`config.mk`:
```
export PLATFORM = sky130hd
export DESIGN_NAME = uart_rx_ext
export DESIGN_NICKNAME = d
export VERILOG_FILES = /design/src/rtl/uart_pkg.sv /design/src/rtl/uart_rx_sampler.sv /design/src/rtl/uart_rx_ext.sv
export SDC_FILE = /design/constraint.sdc
export NUM_CORES = 1
export LEC_CHECK = 0
export CAP_MARGIN = 20
export CORE_MARGIN = 4
export CORE_UTILIZATION = 30
export CTS_CLUSTER_SIZE = 30
export DETAILED_ROUTE_END_ITERATION = 8
export PLACE_DENSITY = 0.51
export SKIP_LAST_GASP = 1
export SLEW_MARGIN = 25
export SYNTH_ARGS = -nofsm -noshare
export SYNTH_HDL_FRONTEND = slang
export SYNTH_SLANG_ARGS = --single-unit
export TNS_END_PERCENT = 50
```
`constraint.sdc`:
```
create_clock -name i_clk -period 7.9 [get_ports i_clk]
set_clock_uncertainty 0.2 [all_clocks]
set_input_delay 1.58 -clock i_clk [delete_from_list [all_inputs] [get_ports i_clk]]
set_output_delay 1.58 -clock i_clk [all_outputs]
set_load 0.005 [all_outputs]
```
`src/rtl/uart_pkg.sv`:
```
// rtl/uart_pkg.sv - shared FSM state, parity encodings and prescale floor for the UART receiver
package uart_pkg;

  typedef enum logic [2:0] {
    ST_IDLE,
    ST_START,
    ST_DATA,
    ST_PARITY,
    ST_STOP
  } uart_state_e;

  localparam logic PAR_EVEN = 1'b0;
  localparam logic PAR_ODD  = 1'b1;

  localparam int unsigned MIN_PRESCALE = 4;

endpackage

```
`src/rtl/uart_rx_sampler.sv`:
```
// rtl/uart_rx_sampler.sv - per-bit edge counter and sample point; UART_RX_MAJORITY_EN selects 2-of-3 voting
module uart_rx_sampler #(
  parameter int PRESCALE_W = 6
) (
  input  logic                  i_clk,
  input  logic                  i_rst,
  input  logic                  i_rx_s,
  input  logic                  i_start,
  input  logic                  i_run,
  input  logic [PRESCALE_W-1:0] i_prescale,
  output logic                  o_bit_done,
  output logic                  o_bit
);

  logic [PRESCALE_W-1:0] edge_cnt_q, edge_cnt_d;
  logic [PRESCALE_W-1:0] mid, dec_pt;

  assign mid = i_prescale >> 1;

  // The start-edge cycle is position 0 of the start bit, so the counter resumes at 1.
  always_comb begin
    edge_cnt_d = '0;
    if (i_start) begin
      edge_cnt_d = PRESCALE_W'(1);
    end else if (i_run && (edge_cnt_q != i_prescale - 1'b1)) begin
      edge_cnt_d = edge_cnt_q + 1'b1;
    end
  end

  always_ff @(posedge i_clk or negedge i_rst) begin
    if (!i_rst) begin
      edge_cnt_q <= '0;
    end else begin
      edge_cnt_q <= edge_cnt_d;
    end
  end

`ifdef UART_RX_MAJORITY_EN
  logic early_q, early_d;
  logic centre_q, centre_d;

  always_comb begin
    early_d  = early_q;
    centre_d = centre_q;
    if (i_run && (edge_cnt_q == mid - 1'b1)) early_d = i_rx_s;
    if (i_run && (edge_cnt_q == mid)) centre_d = i_rx_s;
  end

  always_ff @(posedge i_clk or negedge i_rst) begin
    if (!i_rst) begin
      early_q  <= 1'b1;
      centre_q <= 1'b1;
    end else begin
      early_q  <= early_d;
      centre_q <= centre_d;
    end
  end

  assign dec_pt = mid + 1'b1;
  assign o_bit  = (early_q & centre_q) | (early_q & i_rx_s) | (centre_q & i_rx_s);
`else
  assign dec_pt = mid;
  assign o_bit  = i_rx_s;
`endif

  assign o_bit_done = i_run && (edge_cnt_q == dec_pt);

endmodule

```
`src/rtl/uart_rx_ext.sv`:
```
// rtl/uart_rx_ext.sv - UART receiver with parity/stop checking; UART_RX_MAJORITY_EN enables majority sampling
module uart_rx_ext
  import uart_pkg::*;
#(
  parameter int DATA_W     = 8,
  parameter int PRESCALE_W = 6
) (
  input  logic                  i_clk,
  input  logic                  i_rst,
  input  logic                  i_rx,
  input  logic                  i_en_par,
  input  logic                  i_par_type,
  input  logic                  i_stop2,
  input  logic [PRESCALE_W-1:0] i_prescale,
  output logic [DATA_W-1:0]     o_data,
  output logic                  o_data_valid,
  output logic                  o_par_err,
  output logic                  o_stop_err
);

  localparam int CNT_W = $clog2(DATA_W + 1);

  logic sync1_q, rx_s_q, rx_prev_q;
  logic fall, bit_done, bit_val, stop_bad;

  uart_state_e           state_q, state_d;
  logic [CNT_W-1:0]      bit_cnt_q, bit_cnt_d;
  logic                  stop_cnt_q, stop_cnt_d;
  logic [DATA_W-1:0]     shift_q, shift_d;
  logic                  par_acc_q, par_acc_d;
  logic                  par_flag_q, par_flag_d;
  logic                  stop_flag_q, stop_flag_d;
  logic                  en_par_q, en_par_d;
  logic                  par_type_q, par_type_d;
  logic                  stop2_q, stop2_d;
  logic [PRESCALE_W-1:0] prescale_q, prescale_d;
  logic [DATA_W-1:0]     data_q, data_d;
  logic                  valid_q, valid_d;
  logic                  par_err_q, par_err_d;
  logic                  stop_err_q, stop_err_d;

  assign fall = rx_prev_q & ~rx_s_q;

  uart_rx_sampler #(.PRESCALE_W(PRESCALE_W)) u_sampler (
    .i_clk      (i_clk),
    .i_rst      (i_rst),
    .i_rx_s     (rx_s_q),
    .i_start    ((state_q == ST_IDLE) && fall),
    .i_run      (state_q != ST_IDLE),
    .i_prescale (prescale_q),
    .o_bit_done (bit_done),
    .o_bit      (bit_val)
  );

  always_comb begin
    state_d     = state_q;
    bit_cnt_d   = bit_cnt_q;
    stop_cnt_d  = stop_cnt_q;
    shift_d     = shift_q;
    par_acc_d   = par_acc_q;
    par_flag_d  = par_flag_q;
    stop_flag_d = stop_flag_q;
    en_par_d    = en_par_q;
    par_type_d  = par_type_q;
    stop2_d     = stop2_q;
    prescale_d  = prescale_q;
    data_d      = data_q;
    valid_d     = 1'b0;
    par_err_d   = 1'b0;
    stop_err_d  = 1'b0;
    stop_bad    = 1'b0;
    unique case (state_q)
      ST_IDLE: begin
        if (fall) begin
          state_d     = ST_START;
          en_par_d    = i_en_par;
          par_type_d  = i_par_type;
          stop2_d     = i_stop2;
          prescale_d  = (i_prescale < PRESCALE_W'(MIN_PRESCALE)) ? PRESCALE_W'(MIN_PRESCALE) : i_prescale;
          bit_cnt_d   = '0;
          stop_cnt_d  = 1'b0;
          par_acc_d   = 1'b0;
          par_flag_d  = 1'b0;
          stop_flag_d = 1'b0;
        end
      end
      ST_START: begin
        if (bit_done) state_d = bit_val ? ST_IDLE : ST_DATA;
      end
      ST_DATA: begin
        if (bit_done) begin
          shift_d   = {bit_val, shift_q[DATA_W-1:1]};
          par_acc_d = par_acc_q ^ bit_val;
          bit_cnt_d = bit_cnt_q + 1'b1;
          if (bit_cnt_q == CNT_W'(DATA_W - 1)) state_d = en_par_q ? ST_PARITY : ST_STOP;
        end
      end
      ST_PARITY: begin
        if (bit_done) begin
          if ((par_acc_q ^ bit_val) != (par_type_q == PAR_ODD)) par_flag_d = 1'b1;
          state_d = ST_STOP;
        end
      end
      ST_STOP: begin
        // Leaving mid stop bit lets the next start edge arrive with no idle gap.
        if (bit_done) begin
          stop_bad    = stop_flag_q | ~bit_val;
          stop_flag_d = stop_bad;
          if (stop2_q && !stop_cnt_q) begin
            stop_cnt_d = 1'b1;
          end else begin
            state_d    = ST_IDLE;
            valid_d    = ~par_flag_q & ~stop_bad;
            par_err_d  = par_flag_q;
            stop_err_d = stop_bad;
            if (valid_d) data_d = shift_q;
          end
        end
      end
      default: state_d = ST_IDLE;
    endcase
  end

  always_ff @(posedge i_clk or negedge i_rst) begin
    if (!i_rst) begin
      sync1_q     <= 1'b1;
      rx_s_q      <= 1'b1;
      rx_prev_q   <= 1'b1;
      state_q     <= ST_IDLE;
      bit_cnt_q   <= '0;
      stop_cnt_q  <= 1'b0;
      shift_q     <= '0;
      par_acc_q   <= 1'b0;
      par_flag_q  <= 1'b0;
      stop_flag_q <= 1'b0;
      en_par_q    <= 1'b0;
      par_type_q  <= PAR_EVEN;
      stop2_q     <= 1'b0;
      prescale_q  <= PRESCALE_W'(MIN_PRESCALE);
      data_q      <= '0;
      valid_q     <= 1'b0;
      par_err_q   <= 1'b0;
      stop_err_q  <= 1'b0;
    end else begin
      sync1_q     <= i_rx;
      rx_s_q      <= sync1_q;
      rx_prev_q   <= rx_s_q;
      state_q     <= state_d;
      bit_cnt_q   <= bit_cnt_d;
      stop_cnt_q  <= stop_cnt_d;
      shift_q     <= shift_d;
      par_acc_q   <= par_acc_d;
      par_flag_q  <= par_flag_d;
      stop_flag_q <= stop_flag_d;
      en_par_q    <= en_par_d;
      par_type_q  <= par_type_d;
      stop2_q     <= stop2_d;
      prescale_q  <= prescale_d;
      data_q      <= data_d;
      valid_q     <= valid_d;
      par_err_q   <= par_err_d;
      stop_err_q  <= stop_err_d;
    end
  end

  assign o_data       = data_q;
  assign o_data_valid = valid_q;
  assign o_par_err    = par_err_q;
  assign o_stop_err   = stop_err_q;

endmodule

```
==> results.toml, run 1 <==
[grt]
grt_first_pass_wirelength_microns = 7160
grt_max_degree = 49
grt_usage_pct = 10.3
grt-ovfl-total = 0
antenna_found_initial = 0
grt_pass1_vias = 1460

[sta]
hold_ws_ns = 0.161
setup_ws_ns = 4.95
fmax_ghz = 0.339
slew_headroom_pct = 38.2
slew_violations = 0
tightest_slew_ns = 0.919
rsz0062_at_grt = "no"
period_share_pct = 37.4
hold_viol_final = 0
fin_tns_setup_ns = 0
final-setup-viol-count = 0
finalCriticalPeriod_ns = 2.95

[synthesis]
yosys.area.top_type_share_pct = 48.6
ys_async_sr_fraction_pct = 100
synth_warnings = 0
yosysMostFrequentCell = "dfrtp_1"
synth_common_cells = "44 x dfrtp_1, 14 x mux2_2, 13 x nand2_1, 13 x o21ai_0, 11 x xnor2_1"
synth_area_sq_um = 2270
synth.distinct_cells = 40
yosysTopAreaCell = "dfrtp_1"
ys.flop_type = "dfrtp_1"
synth-seq-cells = 48
seq_area_frac_synth_pct = 53.2
synthCells = 194
synthTopCellsByArea = "dfrtp_1 49%, mux2_2 7.0%, mux2_4 5.3%"
synth_edf_count = 0
avgSynthCellArea_sq_um = 11.7
syn_nets = 209

[clock_tree]
clk_latency_ns = 0.31
htreeDepth = 2
clkSinkCount = 48
post_cts_resized = 0
ctsHoldBuffers = 0
cts_buffer_depth = 2
root_buffer = "clkbuf_8"
post_cts_buffers = 0
cts_buffers = 5
path_clk_slew_ns = 0.09
cts_tree = "built"

[worst_setup_path]
arrival_ns = 1.17
cp_num_cells = 1
crit_path_start_kind = "flop"
r2r-start = "state_q[2]$_DFFE_PN0P_"
path_delay_family = "buffers and inverters"
slowest_delay_ns = 0.51
slowest_stage = "clkdlybuf4s50_1"
path_max_fanout = 2
cp_cell_sequence = "clkdlybuf4s50_1"
critPathLaunch = "o_data[0]$_DFFE_PN0P_"
cp.required_ns = 6.12
end_kind = "output pin"
reg2reg_depth = 5
critical_path_buf_inv_count = 1
critPathKind = "flop to output pin"

[cells_and_area]
fin_nets = 231
final_area_sq_um = 2690
final_cells = 316
multi_input_area_sq_um = 978
fill_cells = 755
n_antenna_cell = 0
drive_above_1_share_pct = 18.0
area_growth_syn_to_layout_pct = 18.6
final-seq-area_sq_um = 1210

[drt]
drc = 0
routed_wl_microns = 4110
routedWlPerCell_microns = 13.0
routed_via_density = 4.57
drt_iter0_markers = 54
ant_nets = 0
firstDrtPassIters = 4
vias = 1444

[place]
dp_cells = 308
pre_cts_ws_ns = 4.79
dp_hpwl_microns = 2800
place_area_sq_um = 2560
portBuffers = 22
gp_congestion = 0.718

[floorplanning]
die_w_microns = 94.9
boundaryPins = 23
fp.dieH_microns = 94.9
fp.dieArea_sq_um = 9010
start_util_pct = 31.1
core_region_area_sq_um = 7290
rows = 31

[hold_path]
hp-class = "flop to flop"
min_from = "sync1_q$_DFF_PN1_"
min_path_cells = 0

[power_and_ir_drop]
ir_drop_mv = 0.0843
cellPowerDensity_nw_per_um2 = 300
leakagePower_nw = 1.16

[job]
cap_violations = 0

[outcome]
status = "complete, no violations"
metrics by stage:
stage / power [mW] / utilization [%]
final: 0.805 / 36.8
after global routing: 0.870 / 36.8
after CTS: 0.821 / 36.8
after detailed placement: 0.621 / 35.1
after global placement: 0.617 / 35.1
after floorplan: 0.569 / -
layout by cell type (no fill, tap or decap), types with 3 or more instances in the layout:
cell type,instances
clkbuf_8,7
clkdlybuf4s50_1,21
dfrtp_1,44
dfstp_2,4
ha_1,3
inv_1,9
mux2_2,14
mux2_4,8
nand2_1,13
nand2b_1,4
nand3_1,6
nor2_1,8
nor2b_1,6
nor3_1,9
o21ai_0,13
o31ai_1,3
xnor2_1,11
xor2_1,7
layout make-up:
cell class,instances,area share [%]
clock inverters,1,1.12
well taps,99,4.61
inverters,9,1.26
repair buffers,22,8.10
clock buffers,7,3.59
flip-flops and latches,48,44.9
multi-input cells,130,36.4
where the power goes:
group / total [mW] / switching (mW) / internal, mW
clock: 0.195 / 0.0830 / 0.112
sequential: 0.376 / 0.0709 / 0.305
combinational: 0.234 / 0.105 / 0.130
kinds of logic after synthesis:
group	count (synthesis)	share of synthesized area, %
buf+inv	16	3.59
fa+ha+maj	3	1.66
flops	48	53.2
compound gates	25	7.01
mux	24	13.1
simple gates	59	13.7
xor+xnor	19	7.68
per-layer routing:
layer  track usage, %  vias to the layer above  wire length (microns)
li1                 -                      710                      -
met1             13.2                      709                   1960
met2             16.0                       18                   1930
met3             2.87                        7                    130
met4             4.69                        0                     86
met5                0                        -                      0
state kept, by name, indices dropped and copies added, names as in the netlist:
signal and count:
stop2_q 1, o_par_err 1, u_sampler.edge_cnt_q 6, o_stop_err 1, par_type_q 1, bit_cnt_q 4
o_data 8, stop_cnt_q 1, stop_flag_q 1, shift_q 8, o_data_valid 1, rx_s_q 1
sync1_q 1, en_par_q 1, par_flag_q 1, par_acc_q 1, rx_prev_q 1, prescale_q 6
state_q 3
final timing paths:
check,endpoint,slack (ns)
max,o_data[0],4.95
max in group asynchronous,state_q[1]$_DFFE_PN0P_,6.01
min reg2reg,rx_s_q$_DFF_PN1_,0.16
max reg2reg,bit_cnt_q[0]$_DFFE_PN0P_,5.02
min in group asynchronous,o_data[6]$_DFFE_PN0P_,1.08
min,rx_s_q$_DFF_PN1_,0.16
worst register-to-register path, stage by stage (launching register included):
cell and delay, ns:
dfrtp_1 0.50, nor3_1 0.72, nand2_1 0.49, inv_1 0.48, nor2_1 0.10, mux2_2 0.28
No activity file was read; power rests on OpenSTA's default activity.
==> run 2: changes to the inputs <==
- clock period: 7.9 -> 2.8 ns (I/O delays scaled with it)
==> run 2 against run 1 <==
Compared with the run above:
- clock power is 150% higher
- combinational power grew to 3.0 times the previous value
- flip-flop and latch count stayed put
- count of clock-buffer cells in the layout is 1 lower
- critical path type is now flop to flop
- non-clock buffer count is 7 higher
==> results.toml, run 2 (same netlist as run 1, synthesis figures left out) <==
[drt]
vias = 1472
firstDrtPassIters = 4
routed_wl_microns = 4160
ant_nets = 0
routed_via_density = 4.56
drc = 0
drt_iter0_markers = 87
routedWlPerCell_microns = 12.9

[outcome]
status = "complete, no violations"

[power_and_ir_drop]
cellPowerDensity_nw_per_um2 = 820
leakagePower_nw = 1.19
ir_drop_mv = 0.300

[sta]
hold_ws_ns = 0.0526
fmax_ghz = 0.388
final-setup-viol-count = 0
slew_headroom_pct = 61.5
tightest_slew_ns = 0.577
slew_violations = 0
fin_tns_setup_ns = 0
finalCriticalPeriod_ns = 2.57
rsz0062_at_grt = "no"
period_share_pct = 91.9
hold_viol_final = 0

[clock_tree]
clkSinkCount = 48
path_clk_slew_ns = 0.09
cts_tree = "built"
post_cts_resized = 0
cts_buffers = 5
htreeDepth = 2
cts_buffer_depth = 2
ctsHoldBuffers = 0
post_cts_buffers = 0
clk_latency_ns = 0.29
root_buffer = "clkbuf_8"

[worst_setup_path]
crit_path_start_kind = "flop"
end_kind = "flop"
r2r-start = "prescale_q[2]$_DFFE_PN1P_"
slowest_stage = "or4_4"
path_max_fanout = 9
cp.required_ns = 2.78
arrival_ns = 2.56
r2r_slack_ns = 0.23
slowest_delay_ns = 0.65
cp_cell_sequence = "xnor2_1, nand4_1, or3_1, or4_4, mux2_4"
critPathLaunch = "prescale_q[2]$_DFFE_PN1P_"
critPathKind = "flop to flop"

[cells_and_area]
fin_nets = 238
fill_cells = 753
fin_util_pct = 37.4
final_common_cell = "dfrtp_1"
layout_common_cells = "44 x dfrtp_1, 21 x clkdlybuf4s50_1, 14 x mux2_2, 13 x o21ai_0, 13 x nand2_1"
area_growth_syn_to_layout_pct = 20.5
n_antenna_cell = 0
drive_above_1_share_pct = 20.1

[floorplanning]
fp.dieH_microns = 94.9
fp.dieArea_sq_um = 9010
core_region_area_sq_um = 7290
rows = 31
die_w_microns = 94.9
boundaryPins = 23
start_util_pct = 31.1

[place]
dp_hpwl_microns = 2970
gp_congestion = 0.773
portBuffers = 22

[grt]
grt_usage_pct = 10.4
grt-busiest-layer = "met2"
met2_usage_pct = 16.5
grt-ovfl-total = 0
use_met3_pct = 2.15
grt_max_degree = 26
antenna_found_initial = 0
grt_pass1_vias = 1467
grt_use_met1_pct = 14.0
grt_first_pass_wirelength_microns = 7200

[job]
cap_violations = 0

[hold_path]
hp-class = "primary input to async pin"
[run 2: changes by cell type in the layout (fill, tap and decap cells not counted)]
cell / delta
buf_2: +1
buf_4: +5
clkbuf_8: -2
buf_12: +1
clkinv_2: +1
clkbuf_1: +1
[run 2: metal layers]
metal / part of all wire [%] / vias to the layer above
li1: - / 735
met1: 48 / 716
met2: 48 / 17
met3: 2.3 / 4
met4: 1.8 / 0
met5: 0 / -
[run 2: per-stage QoR]
step	area [sq um]	power (mW)	std cells	worst slack, ns
finish	2730	2.24	323	0.226
floorplan	2270	1.61	194	0.251
global placement	2620	1.77	315	0.263
detailed placement	2620	1.77	315	0.220
CTS	2730	2.27	323	0.205
global route	2730	2.41	323	0.141
[run 2: layout make-up]
type / count / area (sq um) / share of cell area [%]
flip-flops and latches: 48 / 1210 / 44.2
multi-input cells: 130 / 978 / 35.8
repair buffers: 29 / 280 / 10.3
well taps: 99 / 124 / 4.54
clock buffers: 6 / 72.6 / 2.66
clock inverters: 2 / 35.0 / 1.28
inverters: 9 / 33.8 / 1.24
[run 2: worst max-delay path, delay by kind of cell (launching register included)]
| kind | cells | cell delay [ns] |
|---|---|---|
| flip-flops | 1 | 0.58 |
| AND/OR/NAND/NOR | 3 | 1.23 |
| XOR/XNOR | 1 | 0.13 |
| multiplexers | 1 | 0.33 |
[run 2: worst paths after layout]
path / to / depth (start not counted)
min: o_data[3]$_DFFE_PN0P_ / 1
max reg2reg: o_data[5]$_DFFE_PN0P_ / 5
min in group i_clk: rx_s_q$_DFF_PN1_ / 0
max: o_data[5]$_DFFE_PN0P_ / 5
min reg2reg: rx_s_q$_DFF_PN1_ / 0
max in group asynchronous: prescale_q[2]$_DFFE_PN1P_ / 2
[run 2: where the power goes]
group	switching, mW	total, mW	internal [mW]
combinational	0.306	0.691	0.384
sequential	0.204	1.07	0.861
clock	0.218	0.483	0.265
